**src/rtl/minmax_frame_tracker.sv**
```systemverilog
// Per-frame max/min tracker: first-occurrence indices, sample count, forced-close flag.
// Define MINMAX_TRACKER_SIGNED_EN to treat samples as two's complement.
module minmax_frame_tracker #(
    parameter int IDX_W  = 8,
    parameter int DATA_W = 16
) (
    input  logic              clk,
    input  logic              rst_n,
    input  logic              in_valid,
    output logic              in_ready,
    input  logic [DATA_W-1:0] in_data,
    input  logic              in_last,
    output logic              out_valid,
    input  logic              out_ready,
    output logic [DATA_W-1:0] out_max,
    output logic [DATA_W-1:0] out_min,
    output logic [IDX_W-1:0]  out_max_idx,
    output logic [IDX_W-1:0]  out_min_idx,
    output logic [IDX_W:0]    out_count,
    output logic              out_forced
);
    localparam logic [IDX_W:0] LAST_CNT = {1'b0, {IDX_W{1'b1}}};

    typedef enum logic [1:0] {IDLE, ACC, HOLD} state_t;

    state_t            state;
    logic [DATA_W-1:0] max_q, min_q;
    logic [IDX_W-1:0]  max_idx_q, min_idx_q;
    logic [IDX_W:0]    cnt_q;

    // Comparator decision: +1 when a >= b, -1 when a < b.
    function automatic logic signed [1:0] cmp(input logic [DATA_W-1:0] a, input logic [DATA_W-1:0] b);
        logic [DATA_W-1:0] ka, kb;
`ifdef MINMAX_TRACKER_SIGNED_EN
        ka = {~a[DATA_W-1], a[DATA_W-2:0]};
        kb = {~b[DATA_W-1], b[DATA_W-2:0]};
`else
        ka = a;
        kb = b;
`endif
        return (ka >= kb) ? 2'sb01 : 2'sb11;
    endfunction

    logic              in_fire, max_upd, min_upd, at_limit;
    logic [DATA_W-1:0] nxt_max, nxt_min;
    logic [IDX_W-1:0]  nxt_max_idx, nxt_min_idx;
    logic [IDX_W:0]    nxt_cnt;

    always_comb begin
        in_fire     = in_valid && in_ready;
        // Strict greater for max keeps the earliest index on ties.
        max_upd     = (cmp(in_data, max_q) == 2'sb01) && (in_data != max_q);
        min_upd     = (cmp(in_data, min_q) == 2'sb11);
        nxt_max     = max_upd ? in_data : max_q;
        nxt_min     = min_upd ? in_data : min_q;
        nxt_max_idx = max_upd ? cnt_q[IDX_W-1:0] : max_idx_q;
        nxt_min_idx = min_upd ? cnt_q[IDX_W-1:0] : min_idx_q;
        nxt_cnt     = cnt_q + 1'b1;
        at_limit    = (cnt_q == LAST_CNT);
    end

    always_ff @(posedge clk or negedge rst_n) begin
        if (!rst_n) begin
            state       <= IDLE;
            in_ready    <= 1'b0;
            out_valid   <= 1'b0;
            out_max     <= '0;
            out_min     <= '0;
            out_max_idx <= '0;
            out_min_idx <= '0;
            out_count   <= '0;
            out_forced  <= 1'b0;
            max_q       <= '0;
            min_q       <= '0;
            max_idx_q   <= '0;
            min_idx_q   <= '0;
            cnt_q       <= '0;
        end else begin
            case (state)
                IDLE: begin
                    in_ready <= 1'b1;
                    if (in_fire) begin
                        max_q     <= in_data;
                        min_q     <= in_data;
                        max_idx_q <= '0;
                        min_idx_q <= '0;
                        cnt_q     <= {{IDX_W{1'b0}}, 1'b1};
                        if (in_last) begin
                            state       <= HOLD;
                            in_ready    <= 1'b0;
                            out_valid   <= 1'b1;
                            out_max     <= in_data;
                            out_min     <= in_data;
                            out_max_idx <= '0;
                            out_min_idx <= '0;
                            out_count   <= {{IDX_W{1'b0}}, 1'b1};
                            out_forced  <= 1'b0;
                        end else begin
                            state <= ACC;
                        end
                    end
                end
                ACC: begin
                    if (in_fire) begin
                        max_q     <= nxt_max;
                        min_q     <= nxt_min;
                        max_idx_q <= nxt_max_idx;
                        min_idx_q <= nxt_min_idx;
                        cnt_q     <= nxt_cnt;
                        if (in_last || at_limit) begin
                            state       <= HOLD;
                            in_ready    <= 1'b0;
                            out_valid   <= 1'b1;
                            out_max     <= nxt_max;
                            out_min     <= nxt_min;
                            out_max_idx <= nxt_max_idx;
                            out_min_idx <= nxt_min_idx;
                            out_count   <= nxt_cnt;
                            out_forced  <= !in_last;
                        end
                    end
                end
                HOLD: begin
                    if (out_ready) begin
                        state     <= IDLE;
                        out_valid <= 1'b0;
                        in_ready  <= 1'b1;
                        max_q     <= '0;
                        min_q     <= '0;
                        max_idx_q <= '0;
                        min_idx_q <= '0;
                        cnt_q     <= '0;
                    end
                end
                default: begin
                    state     <= IDLE;
                    out_valid <= 1'b0;
                    in_ready  <= 1'b1;
                end
            endcase
        end
    end
endmodule

```
**config.mk**
```make
export PLATFORM = sky130hd
export DESIGN_NAME = minmax_frame_tracker
export DESIGN_NICKNAME = d
export VERILOG_FILES = /design/src/rtl/minmax_frame_tracker.sv
export SDC_FILE = /design/constraint.sdc
export NUM_CORES = 1
export LEC_CHECK = 0
export BUFFER_PORTS_ARGS = -buffer_cell sky130_fd_sc_hd__buf_4
export CAP_MARGIN = 20
export CORE_ASPECT_RATIO = 2
export CORE_UTILIZATION = 55
export DETAILED_ROUTE_END_ITERATION = 10
export PLACE_DENSITY = 0.76
export SLEW_MARGIN = 5
export SYNTH_ARGS = -nofsm -noshare
export SYNTH_HDL_FRONTEND = slang
export SYNTH_SLANG_ARGS = --single-unit
export TNS_END_PERCENT = 10
```
**constraint.sdc**
```tcl
create_clock -name clk -period 2.7 [get_ports clk]
set_input_delay 0 -clock clk [delete_from_list [all_inputs] [get_ports clk]]
set_output_delay 0 -clock clk [all_outputs]
set_load 0.05 [all_outputs]
```
==> impl_metrics.json <==
{
  "run_status": "completed",
  "path_clk_slew_ns": 0.06,
  "clock_sinks": 119,
  "synthFlopType": "dfrtp_1",
  "synth_edf_count": 0,
  "clock_skew_ns": 0.007779,
  "syn_area_per_cell_um2": 9.388,
  "design_area_um2": 8343,
  "synth_seq_cells": 119,
  "postPlaceCellArea_um2": 7521,
  "final_cell_mix": "dfrtp_1, buf_4, nand2_1",
  "cts_tree": "built",
  "ir_drop_uv": 941.8,
  "io_pins": 81,
  "wl_um": 18730,
  "combPwrFrac_pct": 50.1,
  "holdWs_ns": 0.06301,
  "cts_buffers": 17,
  "drv_slew": 0,
  "drive_gt1_share_pct": 20.54,
  "synth_area_leaders": "dfrtp_1, ha_1, nand2_1, o211ai_1, o21ai_0",
  "dpl.hpwl_um": 12750,
  "met1_usage_pct": 32.83,
  "start_util_pct": 56.62,
  "grt_pass1_wl_um": 30040,
  "fin_crit_ns": 2.517,
  "top_usage_layer": "met2",
  "cp_max_fo": 15,
  "path_cells": "inv_1, ha_1, nand4_1, or4_1, o211a_2, nand2_1, buf_4, o211ai_1",
  "internal_power_uw": 5603,
  "multi_input_area_um2": 3324,
  "slew_headroom_pct": 45.00,
  "yosysWarningCount": 0,
  "syn_inst": 710,
  "final_antenna_net_count": 0,
  "drv_cap": 0,
  "drtPass1Iterations": 6,
  "critPathKind": "reg -> reg",
  "viasPerCell": 6.341,
  "critPathLaunchType": "flip-flop",
  "synth_top_area_cell": "dfrtp_1",
  "diodes": 0,
  "num-nets-final": 858,
  "yosysSeqAreaShare_pct": 44.68,
  "die_y_um": 157.7,
  "wl_per_cell_um": 19.55,
  "grt_max_degree": 70,
  "portBuffers": 80,
  "hold_path.class": "in -> reg",
  "yosys.area.top_type_share_pct": 44.68,
  "globalRouteOverflowTotal": 0,
  "die_w_um": 79.84,
  "hold_violations": 0,
  "fillers": 923,
  "synthToLayoutAreaGrowth_pct": 25.17,
  "dr.first_iter.drc_count": 473,
  "cts_root_buf": "clkbuf_16",
  "die_area_um2": 12590,
  "max_stage_delay_ns": 0.60,
  "cp.required_ns": 2.98,
  "crit_buf_inv": 2,
  "slowest_stage": "or4_1",
  "netlist_area_um2": 6665,
  "use_met3_pct": 6.052,
  "switching_power_uw": 4635,
  "drc": 0,
  "post_cts_buffers": 0,
  "tightest_slew_ns": 0.8251,
  "p_per_area_nw_per_um2": 1227,
  "clock.fmax_ghz": 0.3972,
  "dp_cells": 909,
  "clockBufferDepth": 2,
  "num_rows": 56,
  "met2_usage_pct": 57.10,
  "fp.coreArea_um2": 11770,
  "synth.net_count": 768,
  "finalSetupTns_ns": 0,
  "final_cells": 958,
  "path_delay_family": "simple AND/OR/NAND/NOR gates",
  "worstSkewPairLatency_ns": 0.42,
  "async_reset_ff_share_pct": 100.0,
  "end_kind": "flip-flop",
  "power_leakage_uw": 0.003613,
  "first_global_vias": 6016,
  "grt_antenna_before_repair": 0,
  "p_sw_share_pct": 45.27,
  "gp_congestion": 0.8722,
  "fin_crit_sh_pct": 93.24,
  "setup_violations": 0,
  "layout_commonest_cell": "dfrtp_1",
  "yosysUniqueCellTypes": 47,
  "p_clk_share_pct": 23.7,
  "seq_area_um2": 2978,
  "htree_num_levels": 4,
  "vias": 6075,
  "track_usage_pct": 31.64,
  "power_frac_seq_pct": 26.3,
  "worstPathArrival_ns": 2.80
}
-- worst min-delay path, stage by stage --
cell	delay, ns
buf_4	0.14
buf_4	0.17
o21ai_0	0.08
a21oi_1	0.06
-- what timing repair did --
action | CTS | global route
hold endpoints to repair | 105 | 0
endpoints found under the setup margin | 2 | 3
gates cloned | 0 | 0
gates resized for setup | 1 | 3
pin swaps | 0 | 0
hold buffers | 17 | 0
-- per-stage QoR --
step / total power [uW] / setup WS, ns / util, %
floorplan: 6193 / 0.1966 / -
global placement: 7545 / 0.2183 / 63.89
detailed placement: 7723 / 0.03303 / 63.89
CTS: 10220 / 0.1402 / 70.79
global route: 10760 / -0.008935 / 70.88
finish: 10240 / 0.1826 / 70.88
-- worst paths after layout --
path | endpoint | from | slack (ns) | cells after the start
max in group asynchronous | max_q[7] | rst_n | 1.68 | 3
max | min_q[11] | min_q[9] | 0.18 | 8
max reg2reg | min_q[11] | min_q[9] | 0.18 | 8
min | out_min[1] | in_data[1] | 0.06 | 4
min reg2reg | out_count[1] | out_count[1] | 0.47 | 2
min in group asynchronous | out_count[8] | rst_n | 0.21 | 2
-- cell usage after synthesis (5+ instances only) --
cell type / count
a31oi_1: 18
o211ai_1: 39
a22oi_1: 22
xnor2_1: 5
nand3_1: 42
inv_1: 38
o21ai_0: 46
o22a_1: 15
a21boi_0: 18
nand2_1: 94
nor2_1: 27
dfrtp_1: 119
o31ai_1: 14
a21oi_1: 38
clkbuf_1: 38
nand4_1: 5
ha_1: 37
a22o_1: 11
o31ai_2: 9
buf_2: 8
mux2i_1: 17
o21ai_1: 8
and3_1: 5
-- power groups by stage --
stage	Combinational [uW]	Clock, uW	Sequential, uW
2_1_floorplan	2580	0	3610
3_3_place_gp	4860	0	2690
3_5_place_dp	5010	0	2710
4_1_cts	5090	2440	2680
5_1_grt	5480	2530	2750
6_report	5130	2420	2690
-- cell type report --
class / count / share of cell area, %
clock buffer: 18 / 5.264
clock inverter: 14 / 2.385
inverter: 38 / 1.710
multi-input combinational: 496 / 39.85
sequential: 119 / 35.69
tap: 145 / 2.175
timing repair buffer: 128 / 12.93
-- state kept, by name, indices dropped and copies added, names as in the netlist, 8 cells and up --
register	count
max_q	16
out_min_idx	8
min_q	16
min_idx_q	8
cnt_q	9
max_idx_q	8
out_max_idx	8
out_min	16
out_count	9
out_max	16
-- routing by layer --
| layer | wire (um) | vias to the layer above | share of wire (%) |
|---|---|---|---|
| met1 | 6604 | 2945 | 35 |
| met4 | 1211 | 0 | 6.5 |
| li1 | - | 2771 | - |
| met2 | 10070 | 273 | 54 |
| met3 | 845 | 86 | 4.5 |
| met5 | 0 | - | 0 |
-- cells by family (layout without fill, tap and decap cells) --
group / count (synthesis) / in the layout / synth area share, %
flops: 119 / 119 / 44.68
xor+xnor: 6 / 6 / 0.7884
simple gates: 185 / 185 / 12.22
fa+ha+maj: 37 / 37 / 6.946
compound gates: 251 / 251 / 26.36
mux: 17 / 17 / 2.553
buf+inv: 95 / 198 / 6.458
(Power assumes the default switching activity.)
